==> config.mk <==
export PLATFORM = sky130hd
export DESIGN_NAME = uart_tx_flat
export DESIGN_NICKNAME = d
export VERILOG_FILES = /design/src/rtl/uart_tx_if.sv /design/src/rtl/uart_tx.sv /design/src/flat_wrapper.sv
export SDC_FILE = /design/constraint.sdc
export NUM_CORES = 1
export LEC_CHECK = 0
export BUFFER_PORTS_ARGS = -buffer_cell sky130_fd_sc_hd__buf_2
export CAP_MARGIN = 20
export CORE_ASPECT_RATIO = 1.75
export CORE_MARGIN = 2
export CORE_UTILIZATION = 59
export DETAILED_ROUTE_END_ITERATION = 10
export PLACE_DENSITY = 0.77
export SLEW_MARGIN = 20
export SYNTH_ARGS = -nofsm -noshare
export SYNTH_HDL_FRONTEND = slang
export SYNTH_SLANG_ARGS = --single-unit
==> constraint.sdc <==
create_clock -name clk -period 2.8 [get_ports clk]
set_clock_uncertainty 0.15 [all_clocks]
set_input_delay 0.14 -clock clk [delete_from_list [all_inputs] [get_ports clk]]
set_output_delay 0.14 -clock clk [all_outputs]
set_load 0.05 [all_outputs]
==> src/rtl/uart_tx_if.sv <==
// Byte handshake and serial-line bundle between the core and the UART transmitter.
// The master side queues bytes; the slave side (uart_tx) reports status and drives tx.
interface uart_tx_if;
    logic       tx_start;
    logic [7:0] tx_data;
    logic       tx_ready;
    logic       tx_busy;
    logic       tx_done;
    logic       tx;

    modport master (
        output tx_start,
        output tx_data,
        input  tx_ready,
        input  tx_busy,
        input  tx_done,
        input  tx
    );

    modport slave (
        input  tx_start,
        input  tx_data,
        output tx_ready,
        output tx_busy,
        output tx_done,
        output tx
    );
endinterface

==> src/rtl/uart_tx.sv <==
// 8N1 UART transmitter with a one-entry holding register so that queued bytes
// follow the current frame without an idle gap. The serial line is registered.
module uart_tx #(
    parameter int unsigned CLKS_PER_BIT = 10417
) (
    input  logic       clk,
    input  logic       reset,
    uart_tx_if.slave   bus
);

    typedef enum logic [1:0] {
        StIdle,
        StStart,
        StData,
        StStop
    } state_e;

    localparam logic [15:0] BaudMax = 16'(CLKS_PER_BIT - 1);

    state_e      state_q, state_d;
    logic [15:0] baud_q, baud_d;
    logic [2:0]  bit_idx_q, bit_idx_d;
    logic [7:0]  shift_q, shift_d;
    logic [7:0]  hold_q, hold_d;
    logic        hold_full_q, hold_full_d;
    logic        tx_q, tx_d;

    logic bit_end;
    logic accept;
    logic load_direct;

    assign bit_end = (state_q != StIdle) && (baud_q == BaudMax);
    assign accept  = bus.tx_start && !hold_full_q;

    // A byte skips the holding register when the line is free now or frees on this edge.
    assign load_direct = accept && ((state_q == StIdle) || ((state_q == StStop) && bit_end));

    always_comb begin
        state_d     = state_q;
        baud_d      = baud_q;
        bit_idx_d   = bit_idx_q;
        shift_d     = shift_q;
        hold_d      = hold_q;
        hold_full_d = hold_full_q;

        if (state_q == StIdle || bit_end) begin
            baud_d = 16'd0;
        end else begin
            baud_d = baud_q + 16'd1;
        end

        unique case (state_q)
            StIdle: begin
                if (accept) begin
                    shift_d = bus.tx_data;
                    state_d = StStart;
                end
            end
            StStart: begin
                if (bit_end) begin
                    state_d   = StData;
                    bit_idx_d = 3'd0;
                end
            end
            StData: begin
                if (bit_end) begin
                    shift_d = {1'b0, shift_q[7:1]};
                    if (bit_idx_q == 3'd7) begin
                        state_d = StStop;
                    end else begin
                        bit_idx_d = bit_idx_q + 3'd1;
                    end
                end
            end
            StStop: begin
                if (bit_end) begin
                    if (hold_full_q) begin
                        shift_d     = hold_q;
                        hold_full_d = 1'b0;
                        state_d     = StStart;
                    end else if (accept) begin
                        shift_d = bus.tx_data;
                        state_d = StStart;
                    end else begin
                        state_d = StIdle;
                    end
                end
            end
            default: state_d = StIdle;
        endcase

        if (accept && !load_direct) begin
            hold_d      = bus.tx_data;
            hold_full_d = 1'b1;
        end
    end

    // Line level follows the next state so tx changes the cycle after the causing edge.
    always_comb begin
        tx_d = 1'b1;
        unique case (state_d)
            StIdle:  tx_d = 1'b1;
            StStart: tx_d = 1'b0;
            StData:  tx_d = shift_d[0];
            StStop:  tx_d = 1'b1;
            default: tx_d = 1'b1;
        endcase
    end

    always_ff @(posedge clk) begin
        if (reset) begin
            state_q     <= StIdle;
            baud_q      <= 16'd0;
            bit_idx_q   <= 3'd0;
            shift_q     <= 8'd0;
            hold_q      <= 8'd0;
            hold_full_q <= 1'b0;
            tx_q        <= 1'b1;
        end else begin
            state_q     <= state_d;
            baud_q      <= baud_d;
            bit_idx_q   <= bit_idx_d;
            shift_q     <= shift_d;
            hold_q      <= hold_d;
            hold_full_q <= hold_full_d;
            tx_q        <= tx_d;
        end
    end

    assign bus.tx       = tx_q;
    assign bus.tx_ready = !hold_full_q;
    assign bus.tx_busy  = (state_q != StIdle);
    assign bus.tx_done  = (state_q == StStop) && bit_end;

endmodule

==> src/flat_wrapper.sv <==
// flat-port wrapper written by rule: the top's interface ports become plain ports
module uart_tx_flat 
#(
    parameter int unsigned CLKS_PER_BIT = 10417
)
  (clk, reset, bus_tx_start, bus_tx_data, bus_tx_ready, bus_tx_busy, bus_tx_done, bus_tx);
  uart_tx_if bus_i ();
  input  logic clk;
  input  logic reset;
  input wire logic [$bits(bus_i.tx_start)-1:0] bus_tx_start;
  input wire logic [$bits(bus_i.tx_data)-1:0] bus_tx_data;
  output wire logic [$bits(bus_i.tx_ready)-1:0] bus_tx_ready;
  output wire logic [$bits(bus_i.tx_busy)-1:0] bus_tx_busy;
  output wire logic [$bits(bus_i.tx_done)-1:0] bus_tx_done;
  output wire logic [$bits(bus_i.tx)-1:0] bus_tx;
  assign bus_i.tx_start = bus_tx_start;
  assign bus_i.tx_data = bus_tx_data;
  assign bus_tx_ready = bus_i.tx_ready;
  assign bus_tx_busy = bus_i.tx_busy;
  assign bus_tx_done = bus_i.tx_done;
  assign bus_tx = bus_i.tx;
  uart_tx #(.CLKS_PER_BIT(CLKS_PER_BIT)) u_core (.clk(clk), .reset(reset), .bus(bus_i));
endmodule
==> flow_summary_export.csv, run 1 <==
group,metric,value,unit
clocking,tritoncts,"yes",
clocking,cts-buffers-inserted,5,
timing,setup-tns-final,0,ns
synthesis,post_synth.cell_area_avg,8.416,um2
cells_and_area,post_route_cells_drive_above_1_share,13.26,%
routing,dr.first_iter.drc_count,55,
synthesis,synth_sequential_area_ratio,38.49,%
global_routing,grt_max_degree,26,
timing,finalSetupViolCount,0,
synthesis,yosysWarnings,0,
placement,post_placement_cell_count,293,
cells_and_area,final_net_count,280,
timing,worst-slew-pin-transition,0.5717,ns
routing,vias,1732,
die,fp.dieArea,3941,um2
placement,globalplace.congestion,0.7777,
worst_setup_path,critical_path.max_fanout,5,
power,cellLeakagePower,0.9466,nW
worst_setup_path,timing.critical_path.slowest_stage_cell,"dfxtp_1",
timing,timing.final.ws_setup,0.4711,ns
placement,hpwlAfterDp,3028,um
synthesis,synth_top_cells_by_area,"dfxtp_1, nor2_1, mux2i_1",
timing,slew_headroom,61.66,%
cells_and_area,syn2layout_area_growth,13.63,%
global_routing,globalRouteMet2Util,48.06,%
clocking,clockRootBuffer,"clkbuf_8",
timing,finalWorstPathRequiredPeriod,2.329,ns
cells_and_area,final_common_cell,"nor2_1",
global_routing,global_route.usage.met1,24.51,%
die,placementRows,28,
worst_setup_path,worstSetupPathType,"reg2reg",
die,boundaryPins,15,
worst_setup_path,timing.critical_path.required,2.82,ns
synthesis,number_of_instances_in_the_synthesized_netlist,241,
die,design.core.area,3328,um2
die,die-width,48.32,um
routing,wirelength,4268,um
clocking,cts_htree_levels,2,
hold_path,hold_path_class,"in2reg",
global_routing,grtUsageTotal,24.52,%
run,max_cap_violations,0,
synthesis,synthesis.area,2028,um2
clocking,worst_setup_hold_path_clk_slew,0.07,ns
routing,drc,0,
status,run_status,"finished, final reports clean",
clocking,cts_setup_buffers,0,
placement,port_buffers,14,
global_routing,gr_ovfl_total,0,
routing,vias_per_cell,5.605,
worst_setup_path,worstSetupStartpointType,"register",
timing,final-max-slew-violation-count,0,
timing,fin_crit_sh,83.17,%
routing,antenna_left,0,
routing,drt_pass1_iterations,4,
clocking,clock_sink_count,39,
clocking,max-clock-path-buffers,2,
synthesis,yosys.area.top_type_share,38.49,%
cells_and_area,layout.filler_cells,281,
routing,post_drt_wl_per_cell,13.81,um
timing,grt_setup_unrepaired,"no",
synthesis,synthDistinctLibCells,40,
worst_setup_path,end_kind,"register",
worst_setup_path,timing.critical_path.slowest_cell_delay,0.35,ns
placement,dpl_worst_slack,0.4402,ns
synthesis,synth_top_area_cell,"dfxtp_1",
cells_and_area,layout_common_cells,"nor2_1, dfxtp_1, a21oi_1, o21ai_0, nand2_1",
worst_setup_path,cp_cell_sequence,"inv_1 > ha_1 > nor4b_4 > nand4_4 > a22o_2 > a21oi_1 > ha_1 > a21oi_1 > o21ai_1",
synthesis,ys_ff_latch,39,
timing,hold_viol,0,
clocking,clk-insertion-delay-late,0.29,ns
power,vdd.ir_drop.worst,0.0004022,V
global_routing,grt_pass1_wl,7610,um
cells_and_area,antenna_cells_inserted,0,
global_routing,grt_pass1_vias,1774,
timing,fmax,0.4294,GHz
global_routing,grt_most_used_layer,"met2",
cells_and_area,layout.cells.non_filler,309,
synthesis,synth_nets,258,
worst_setup_path,arrival,2.35,ns
power,p_per_area,508.5,nW/um2
die,start_util,60.94,%
die,y_dimension_of_the_die,81.56,um
global_routing,met3_usage,5.091,%
global_routing,grt_antenna_before_repair,0,
cell type report:
| type | instances | area [um2] | area share [%] |
|---|---|---|---|
| multi-input cells | 182 | 1157 | 50.22 |
| flip-flops and latches | 39 | 780.7 | 33.88 |
| repair buffers | 25 | 172.7 | 7.492 |
| clock buffers | 8 | 100.1 | 4.343 |
| well taps | 45 | 56.30 | 2.443 |
| inverters | 10 | 37.54 | 1.629 |
kinds of logic after synthesis:
logic type | Yosys count | synth area share [%]
simple gates | 98 | 25.42
compound gates | 52 | 16.04
flops | 39 | 38.49
buf+inv | 20 | 4.441
xor+xnor | 15 | 6.478
mux | 11 | 5.429
fa+ha+maj | 6 | 3.701
worst paths after layout:
kind / start / end / slack (ns) / cells after the start
worst max-delay path: u_core.baud_q[0] / u_core.bus.tx / 0.47 / 9
worst max register to register: u_core.baud_q[0] / u_core.bus.tx / 0.47 / 9
worst min register to register: u_core.hold_q[1] / u_core.shift_q[1] / 0.32 / 2
worst min-delay path: bus_tx_start / u_core.hold_full_q / 0.12 / 3
layer usage:
layer,wire length (um),vias to the layer above
li1,-,879
met1,1694,820
met2,2382,27
met3,116,6
met4,75,0
met5,0,-
critical path: cells and delay by family, from the launching register on:
kind / cells / cell delay, ns
AOI/OAI and AO/OA: 4 / 0.72
adders and majority gates: 2 / 0.44
buffers and inverters: 1 / 0.07
DFF: 1 / 0.35
and+or+nand+nor: 2 / 0.50
registers in the layout, indices dropped and copies added, names as in the netlist:
signal	count
u_core.hold_q	8
u_core.bit_idx_q	3
u_core.baud_q	16
u_core.bus.tx	1
u_core.state_q	2
u_core.shift_q	8
u_core.hold_full_q	1
synth_stat cells (all sizes together):
library cell / n
a21oi: 19
nand4: 7
clkinv: 2
nand2b: 1
mux2i: 11
o211a: 5
clkbuf: 7
ha: 6
or2: 1
nor2b: 3
a21o: 1
a22o: 2
nand2: 15
xor2: 6
o21ai: 18
o31ai: 1
nand3: 5
buf: 3
nor2: 46
inv: 8
o211ai: 1
xnor2: 9
nor4b: 3
and4: 1
nor3: 8
a211oi: 3
and3: 8
dfxtp: 39
o22ai: 2
power breakdown:
group | internal [mW] | total (mW) | switching (mW)
combinational | 0.0671 | 0.168 | 0.101
sequential | 0.575 | 0.592 | 0.0160
clock | 0.225 | 0.412 | 0.187
total | 0.867 | 1.17 | 0.305
through the flow:
| step | power (mW) | hold slack, ns | util, % | instance area, um2 |
|---|---|---|---|---|
| 2_1_floorplan | 0.7223 | 0.1339 | - | 2028 |
| 3_3_place_gp | 0.7599 | 0.2385 | 63.83 | 2125 |
| 3_5_place_dp | 0.7621 | 0.2438 | 63.83 | 2125 |
| 4_1_cts | 1.183 | 0.06062 | 69.25 | 2305 |
| 5_1_grt | 1.226 | 0.1287 | 69.25 | 2305 |
| 6_report | 1.172 | 0.1208 | 69.25 | 2305 |
repair_timing:
action                    in CTS  in global routing
gates resized for setup        0                  0
hold buffers                   8                  0
hold endpoints to repair       8                  0
Power figures use the tool's default switching activity.
==> run 2: changes to the inputs <==
==> constraint.sdc (replaced) <==
create_clock -name clk -period 2.2 [get_ports clk]
set_clock_uncertainty 0.15 [all_clocks]
set_input_delay 0.11 -clock clk [delete_from_list [all_inputs] [get_ports clk]]
set_output_delay 0.11 -clock clk [all_outputs]
set_load 0.05 [all_outputs]
==> flow_summary_export.csv, run 2 (synthesized netlist as in run 1, its figures left out) <==
group,metric,value,unit
status,run_status,"finished with violations",
status,failing_checks,"setup timing",
power,total_power,1.649,mW
routing,wirelength,5003,um
routing,drt_pass1_iterations,4,
cells_and_area,layout.cells.non_filler,329,
global_routing,grt_pass1_vias,1744,
die,design.core.area,3328,um2
timing,finalSetupViolCount,1,
hold_path,hold_path_class,"in2reg",
timing,fin_hold_ws,0.03573,ns
cells_and_area,finish.instance_area,2566,um2
worst_setup_path,worstSetupPathType,"reg2reg",
clocking,tritoncts,"yes",
worst_setup_path,end_kind,"register",
worst_setup_path,timing.critical_path.slowest_stage_cell,"o21ai_1",
placement,port_buffers,14,
clocking,clockRootBuffer,"clkbuf_8",
power,vdd.ir_drop.worst,0.0006812,V
cells_and_area,largest_registers,"u_core.baud_q x16, u_core.hold_q x8, u_core.shift_q x8",
timing,worst-slew-pin-transition,0.5321,ns
cells_and_area,syn2layout_area_growth,26.53,%
cells_and_area,layout_common_cells,"nor2_1, dfxtp_1, buf_4, a21oi_1, o21ai_0",
worst_setup_path,arrival,2.24,ns
clocking,cts_htree_levels,2,
hold_path,worst_hold_path_cell_count,3,
routing,antenna_left,0,
power,cellLeakagePower,1.057,nW
worst_setup_path,ff2ff_setup_slack,-0.004,ns
power,p_per_area,642.4,nW/um2
global_routing,grt_antenna_before_repair,0,
hold_path,beginning_of_the_worst_hold_path,"bus_tx_start",
timing,grt_setup_unrepaired,"yes",
placement,detailed_place.area,2253,um2
placement,dpl_worst_slack,-0.06486,ns
cells_and_area,final_common_cell,"nor2_1",
worst_setup_path,timing.critical_path.required,2.23,ns
cells_and_area,max_ffs_per_register,16,
die,die-width,48.32,um
global_routing,grt_max_degree,26,
timing,setup-tns-final,-0.004416,ns
die,boundaryPins,15,
die,placementRows,28,
timing,timing.final.ws_setup,-0.004416,ns
placement,hpwlAfterDp,3184,um
timing,slew_headroom,64.44,%
placement,post_placement_cell_count,308,
worst_setup_path,timing.rr.end,"u_core.bus.tx",
hold_path,timing.hold.worst_endpoint,"u_core.hold_full_q",
cells_and_area,post_route_cells_drive_above_1_share,24.65,%
clocking,cts-buffers-inserted,5,
worst_setup_path,r2r-start,"u_core.baud_q[1]",
timing,fin_crit_sh,100.2,%
global_routing,grtUsageTotal,24.41,%
worst_setup_path,cp_cell_sequence,"inv_1 > ha_2 > nor4b_4 > nand4_4 > o21ai_1 > a21oi_4 > inv_2 > ha_1 > inv_2 > a21oi_2 > o21ai_1",
worst_setup_path,timing.critical_path.slowest_cell_delay,0.34,ns
die,y_dimension_of_the_die,81.56,um
clocking,clock_sink_count,39,
die,start_util,60.94,%
cells_and_area,final_net_count,300,
worst_setup_path,worstSetupStartpointType,"register",
global_routing,gr_ovfl_total,0,
worst_setup_path,critical_path.max_fanout,4,
timing,final-max-slew-violation-count,0,
cells_and_area,most_flops_register,"u_core.baud_q",
die,fp.dieArea,3941,um2
clocking,worst_setup_hold_path_clk_slew,0.08,ns
worst_setup_path,r2r.worst_path.cells,11,
clocking,max-clock-path-buffers,2,
routing,vias_per_cell,5.650,
timing,hold_viol,0,
timing,finalWorstPathRequiredPeriod,2.204,ns
cells_and_area,antenna_cells_inserted,0,
run,max_cap_violations,0,
clocking,clk-insertion-delay-late,0.30,ns
routing,post_drt_wl_per_cell,15.21,um
placement,globalplace.congestion,0.8027,
global_routing,grt_pass1_wl,7431,um
cells_and_area,final_core_utilization,77.11,%
timing,fmax,0.4536,GHz
routing,drc,0,
routing,dr.first_iter.drc_count,50,
routing,vias,1859,
run 2: cell types whose count changed in the layout (fill, tap and decap cells not counted), moves of 2 or more:
cell	previous run	this run
dfxtp_2	0	3
nor2_1	45	43
dfxtp_1	39	36
inv_1	8	6
a21oi_1	19	17
ha_1	6	4
clkinv_2	0	2
buf_4	3	22
inv_2	0	2
run 2: routing by layer:
layer	vias to the layer above	track usage [%]	share of wire, %
met1	879	22.45	37
met4	0	16.86	4.0
met5	-	0	0
met2	42	47.64	56
li1	919	-	-
met3	19	5.091	2.8
run 2: worst max-delay path by stage:
stage | from | end | depth (start not counted)
after CTS | u_core.baud_q[1] | u_core.bus.tx | 10
final | u_core.baud_q[1] | u_core.bus.tx | 11
after global routing | u_core.baud_q[0] | u_core.bus.tx | 11
after detailed placement | u_core.baud_q[1] | u_core.bus.tx | 9
after floorplan | u_core.baud_q[0] | u_core.bus.tx | 9
after global placement | u_core.baud_q[0] | u_core.bus.tx | 9
run 2: layout make-up:
cell class	count	area [um2]
clock buffer	6	82.58
clock inverter	2	35.03
fill	240	762.0
inverter	10	38.79
multi-input combinational	182	1227
sequential	39	784.5
tap	45	56.30
timing repair buffer	45	341.6
run 2: critical path, delay by kind of cell, from the launching register on:
family	cells	cell delay, ns
AOI/OAI and AO/OA	4	0.67
buffers and inverters	3	0.17
and+or+nand+nor	2	0.47
DFF	1	0.33
adders and majority gates	2	0.32
run 2: repair_timing:
action,in CTS,in global routing
resized for setup,3,16
endpoints found under the hold margin,8,0
hold buffers,8,0
setup buffers,1,4
pin swaps,0,5
endpoints found under the setup margin,2,4
run 2: report_power, final:
part / total (mW) / switching [mW] / internal (mW)
Combinational: 0.267 / 0.152 / 0.115
Clock: 0.631 / 0.264 / 0.367
Sequential: 0.750 / 0.0180 / 0.732
Total: 1.65 / 0.434 / 1.21
